===== config.mk =====
export PLATFORM = sky130hd
export DESIGN_NAME = updown_cnt
export DESIGN_NICKNAME = d
export VERILOG_FILES = /design/src/rtl/updown_cnt_pkg.sv /design/src/rtl/updown_cnt.sv
export SDC_FILE = /design/constraint.sdc
export NUM_CORES = 1
export LEC_CHECK = 0
export ABC_AREA = 0
export BUFFER_PORTS_ARGS = -buffer_cell sky130_fd_sc_hd__buf_2
export CAP_MARGIN = 20
export CORE_AREA = 2 2 39 41
export DETAILED_ROUTE_END_ITERATION = 8
export DIE_AREA = 0 0 41 43
export PLACE_DENSITY_LB_ADDON = 0.1
export SETUP_SLACK_MARGIN = 0.4
export SLEW_MARGIN = 0
export SYNTH_ARGS = -nofsm -noshare
export SYNTH_HDL_FRONTEND = slang
export SYNTH_SLANG_ARGS = --single-unit

===== constraint.sdc =====
create_clock -name ck -period 2.1 [get_ports ck]
set_input_delay 0.525 -clock ck [delete_from_list [all_inputs] [get_ports ck]]
set_output_delay 0.525 -clock ck [all_outputs]
set_load 0.02 [all_outputs]

===== src/rtl/updown_cnt_pkg.sv =====
// -----------------------------------------------------------------------------
// updown_cnt_pkg
// Shared constants for the up/down counter: default width and the encoding
// of the direction input.
// Optional build macro for the counter: UPDOWN_CNT_SAT_EN (saturating mode).
// -----------------------------------------------------------------------------
package updown_cnt_pkg;

    // Width used when the instantiating code does not override WIDTH.
    localparam int DEFAULT_WIDTH = 4;

    // Direction encoding as seen on the `down` input.
    localparam logic DIR_UP   = 1'b0;
    localparam logic DIR_DOWN = 1'b1;

endpackage : updown_cnt_pkg


===== src/rtl/updown_cnt.sv =====
// -----------------------------------------------------------------------------
// updown_cnt
// Synchronous binary up/down counter with a terminal-count flag.
// - The count steps on every rising edge of `ck` that is not a reset edge.
// - `down` selects the direction and takes effect on the next edge.
// - `tc` is combinational from `q` and `down`. It flags the value at which the
//   next step in the current direction would wrap, or would hold when the
//   counter saturates.
//
// Build option:
// - UPDOWN_CNT_SAT_EN undefined (default): the counter wraps modulo 2^WIDTH.
// - UPDOWN_CNT_SAT_EN defined: the counter holds at all-ones when counting up
//   and at zero when counting down.
//
// Reset `res` is synchronous and active-high. Before the first reset edge,
// `q` is undefined.
// -----------------------------------------------------------------------------
module updown_cnt
    import updown_cnt_pkg::*;
#(
    parameter int WIDTH = DEFAULT_WIDTH
) (
    input  logic             ck,
    input  logic             res,
    input  logic             down,
    output logic [WIDTH-1:0] q,
    output logic             tc
);

    localparam logic [WIDTH-1:0] ZERO     = '0;
    localparam logic [WIDTH-1:0] ALL_ONES = '1;
    localparam logic [WIDTH-1:0] ONE      = WIDTH'(1);

    // Terminal count: all-ones when counting up, zero when counting down.
    assign tc = (down == DIR_DOWN) ? (q == ZERO) : (q == ALL_ONES);

    // Count register: reset has priority, then one step in the selected direction.
    // NOTE: sequential state uses non-blocking assignment so every flop samples
    // the pre-edge value of q; a blocking update here would race with readers.
    always_ff @(posedge ck) begin
        if (res) begin
            q <= ZERO;
`ifdef UPDOWN_CNT_SAT_EN
        end else if (tc) begin
            q <= q;
`endif
        end else if (down == DIR_UP) begin
            q <= q + ONE;
        end else begin
            q <= q - ONE;
        end
    end

endmodule : updown_cnt


==> insert_results.sql <==
INSERT INTO impl_metrics (metric_group, metric, value, unit) VALUES
('global_route', 'global_route_wire_length_before_repair', '765', 'microns'),
('cts', 'tritoncts_num_sinks', '4', ''),
('logic_synthesis', 'number_of_enable_flip_flop_cells_after_synthesis', '0', ''),
('cts', 'worst_skew_pair.late_latency', '0.23', 'ns'),
('setup_path', 'worst_ep_required_time', '1.57', 'ns'),
('detailed_routing', 'routed-via-count', '200', ''),
('setup_path', 'timing.critical_path.cells', 'or4_4 > o22ai_4 > buf_6', ''),
('logic_synthesis', 'synthMostInstantiatedCell', 'sky130_fd_sc_hd__dfxtp_1', ''),
('finish', 'registers.top_by_ff_count', 'q', ''),
('finish', 'final_util', '23.1', '%'),
('job', 'drv.max_cap_violation_count', '0', ''),
('floorplanning', 'core', '0.00138', 'sq mm'),
('finish', 'fraction_of_final_layout_cells_sized_beyond_drive_strength_1', '41.2', '%'),
('setup_path', 'critical_path_buf_inv_count', '1', ''),
('finish', 'largest_register_ff_count', '4', ''),
('setup_path', 'crit_family', 'simple AND/OR/NAND/NOR gates', ''),
('logic_synthesis', 'synth_cell_types', '13', ''),
('cts', 'cts-buffers-inserted', '3', ''),
('sta', 'max_slew.worst_pin.slew', '0.214', 'ns'),
('setup_path', 'setup_slack_of_the_most_critical_reg_to_reg_path', '0.91', 'ns'),
('sta', 'fin_crit_sh', '89.8', '%'),
('floorplanning', 'die_x', '41', 'microns'),
('detailed_routing', 'drt-total-wl', '489', 'microns'),
('sta', 'setup_viol', '0', ''),
('place', 'numPortBuffers', '7', ''),
('finish', 'diodes', '0', ''),
('power_and_ir_drop', 'power-per-cell-area', '991', 'mW/mm^2'),
('global_route', 'grt_overflow', '0', ''),
('sta', 'final_max_slew_viol_count', '0', ''),
('floorplanning', 'floorplan.die_area', '0.00176', 'sq mm'),
('sta', 'fmax', '0.530', 'GHz'),
('cts', 'tritoncts_clock_tree', 'yes', ''),
('power_and_ir_drop', 'p_total', '0.317', 'mW'),
('logic_synthesis', 'syn-num-nets', '30', ''),
('power_and_ir_drop', 'p_sw', '0.112', 'mW'),
('place', 'dp_hpwl', '411', 'microns'),
('logic_synthesis', 'ys.flop_type', 'sky130_fd_sc_hd__dfxtp_1', ''),
('logic_synthesis', 'yosys.area.top_type', 'sky130_fd_sc_hd__dfxtp_1', ''),
('finish', 'syn_to_final_growth', '44.6', '%'),
('logic_synthesis', 'synthTopCellsByArea', 'sky130_fd_sc_hd__dfxtp_1 36%, sky130_fd_sc_hd__ha_1 11%, sky130_fd_sc_hd__fa_1 9.0%', ''),
('power_and_ir_drop', 'seqPwrFrac', '35.1', '%'),
('floorplanning', 'start_util', '16.0', '%'),
('detailed_routing', 'post_drt_wl_per_cell', '9.78', 'microns'),
('sta', 'relSlewSlack', '85.7', '%'),
('setup_path', 'crit_path_start_kind', 'flop', ''),
('sta', 'hold_viol_final', '0', ''),
('global_route', 'grt_antenna_before_repair', '0', ''),
('floorplanning', 'dieHeight', '43', 'microns'),
('sta', 'final_period_minus_worst_setup_slack', '1.89', 'ns'),
('detailed_routing', 'drc', '0', ''),
('power_and_ir_drop', 'share_of_total_power_in_the_clock_network', '29.3', '%'),
('logic_synthesis', 'netlist_top_cells_count', '4 x sky130_fd_sc_hd__dfxtp_1, 3 x sky130_fd_sc_hd__nand3_1, 3 x sky130_fd_sc_hd__nor2_1', ''),
('cts', 'ctsResizeCount', '4', ''),
('finish', 'fillerInstances', '164', ''),
('global_route', 'global_route.usage.met1', '5.84', '%'),
('finish', 'top_regs', 'q x4', ''),
('cts', 'post_cts_setup_buffers', '0', ''),
('floorplanning', 'core.rowCount', '14', ''),
('detailed_routing', 'vias_per_cell', '4.00', ''),
('cts', 'ctsLongestPathBuffers', '2', ''),
('cts', 'htree_num_levels', '1', ''),
('sta', 'rsz0062_at_grt', 'yes', ''),
('logic_synthesis', 'ys_seq_elements', '4', ''),
('setup_path', 'crit_arrival', '1.36', 'ns'),
('sta', 'fin_worst_skew', '0.00587', 'ns'),
('detailed_routing', 'drt_first_pass_iters', '1', ''),
('global_route', 'grt_max_degree', '7', ''),
('hold_path', 'min_path_type', 'flop to flop', ''),
('logic_synthesis', 'postSynthAreaPerCell', '9.23', 'sq um'),
('run_status', 'run_status', 'finished clean', ''),
('detailed_routing', 'drt-initial-drc-count', '0', '');
[cells by family after synthesis]
| group | after synthesis | share of synthesized area [%] |
|---|---|---|
| and+or+nand+nor | 8 | 16.9 |
| AOI/OAI and AO/OA | 4 | 13.6 |
| DFF | 4 | 36.2 |
| buffers and inverters | 3 | 5.08 |
| adders and majority gates | 3 | 20.3 |
| xor gates and xnor gates | 2 | 7.91 |
[layout make-up]
class	instances	area [sq um]	area share (%)
clock buffer	3	22.5	7.03
inverter	3	11.3	3.52
multi-input combinational	17	141	44.1
sequential	4	81.3	25.4
tap	16	20.0	6.25
timing repair buffer	7	43.8	13.7
[worst paths after layout]
kind | from | end | cells past startpoint
worst min-delay path | q[0]$_SDFF_PP0_ | q[0]$_SDFF_PP0_ | 1
worst max-delay path | q[0]$_SDFF_PP0_ | tc | 3
worst min register to register | q[0]$_SDFF_PP0_ | q[0]$_SDFF_PP0_ | 1
worst max register to register | q[2]$_SDFF_PP0_ | q[3]$_SDFF_PP0_ | 4
[power groups by stage]
stage / registers (mW) / clock network [mW] / logic (mW)
2_1_floorplan: 0.126 / 0 / 0.0615
3_3_place_gp: 0.112 / 0 / 0.110
3_5_place_dp: 0.113 / 0 / 0.109
4_1_cts: 0.112 / 0.100 / 0.115
5_1_grt: 0.114 / 0.106 / 0.126
6_report: 0.111 / 0.0931 / 0.113
[placed cells by master (no fill, tap or decap), drive strengths merged, types with 2 or more instances in the layout]
cell,netlist,final
ha,2,2
xor2,2,2
nand3,3,3
buf,0,7
a21oi,2,2
inv,3,3
dfxtp,4,4
clkbuf,0,3
nor2,3,3
[per-layer routing]
metal,wire [microns],part of all wire [%]
met5,0,0
met4,0,0
met3,40,8.2
met2,259,53
met1,189,39
[stage by stage]
step / setup slack (ns) / hold WS [ns] / instances / area [sq um]
floorplan: 0.425 / 0.535 / 24 / 233
global placement: 0.165 / 0.490 / 47 / 288
detailed placement: 0.143 / 0.484 / 47 / 288
CTS: 0.192 / 0.459 / 50 / 320
global route: 0.173 / 0.479 / 50 / 320
finish: 0.214 / 0.457 / 50 / 320
Power figures use the tool's default switching activity.
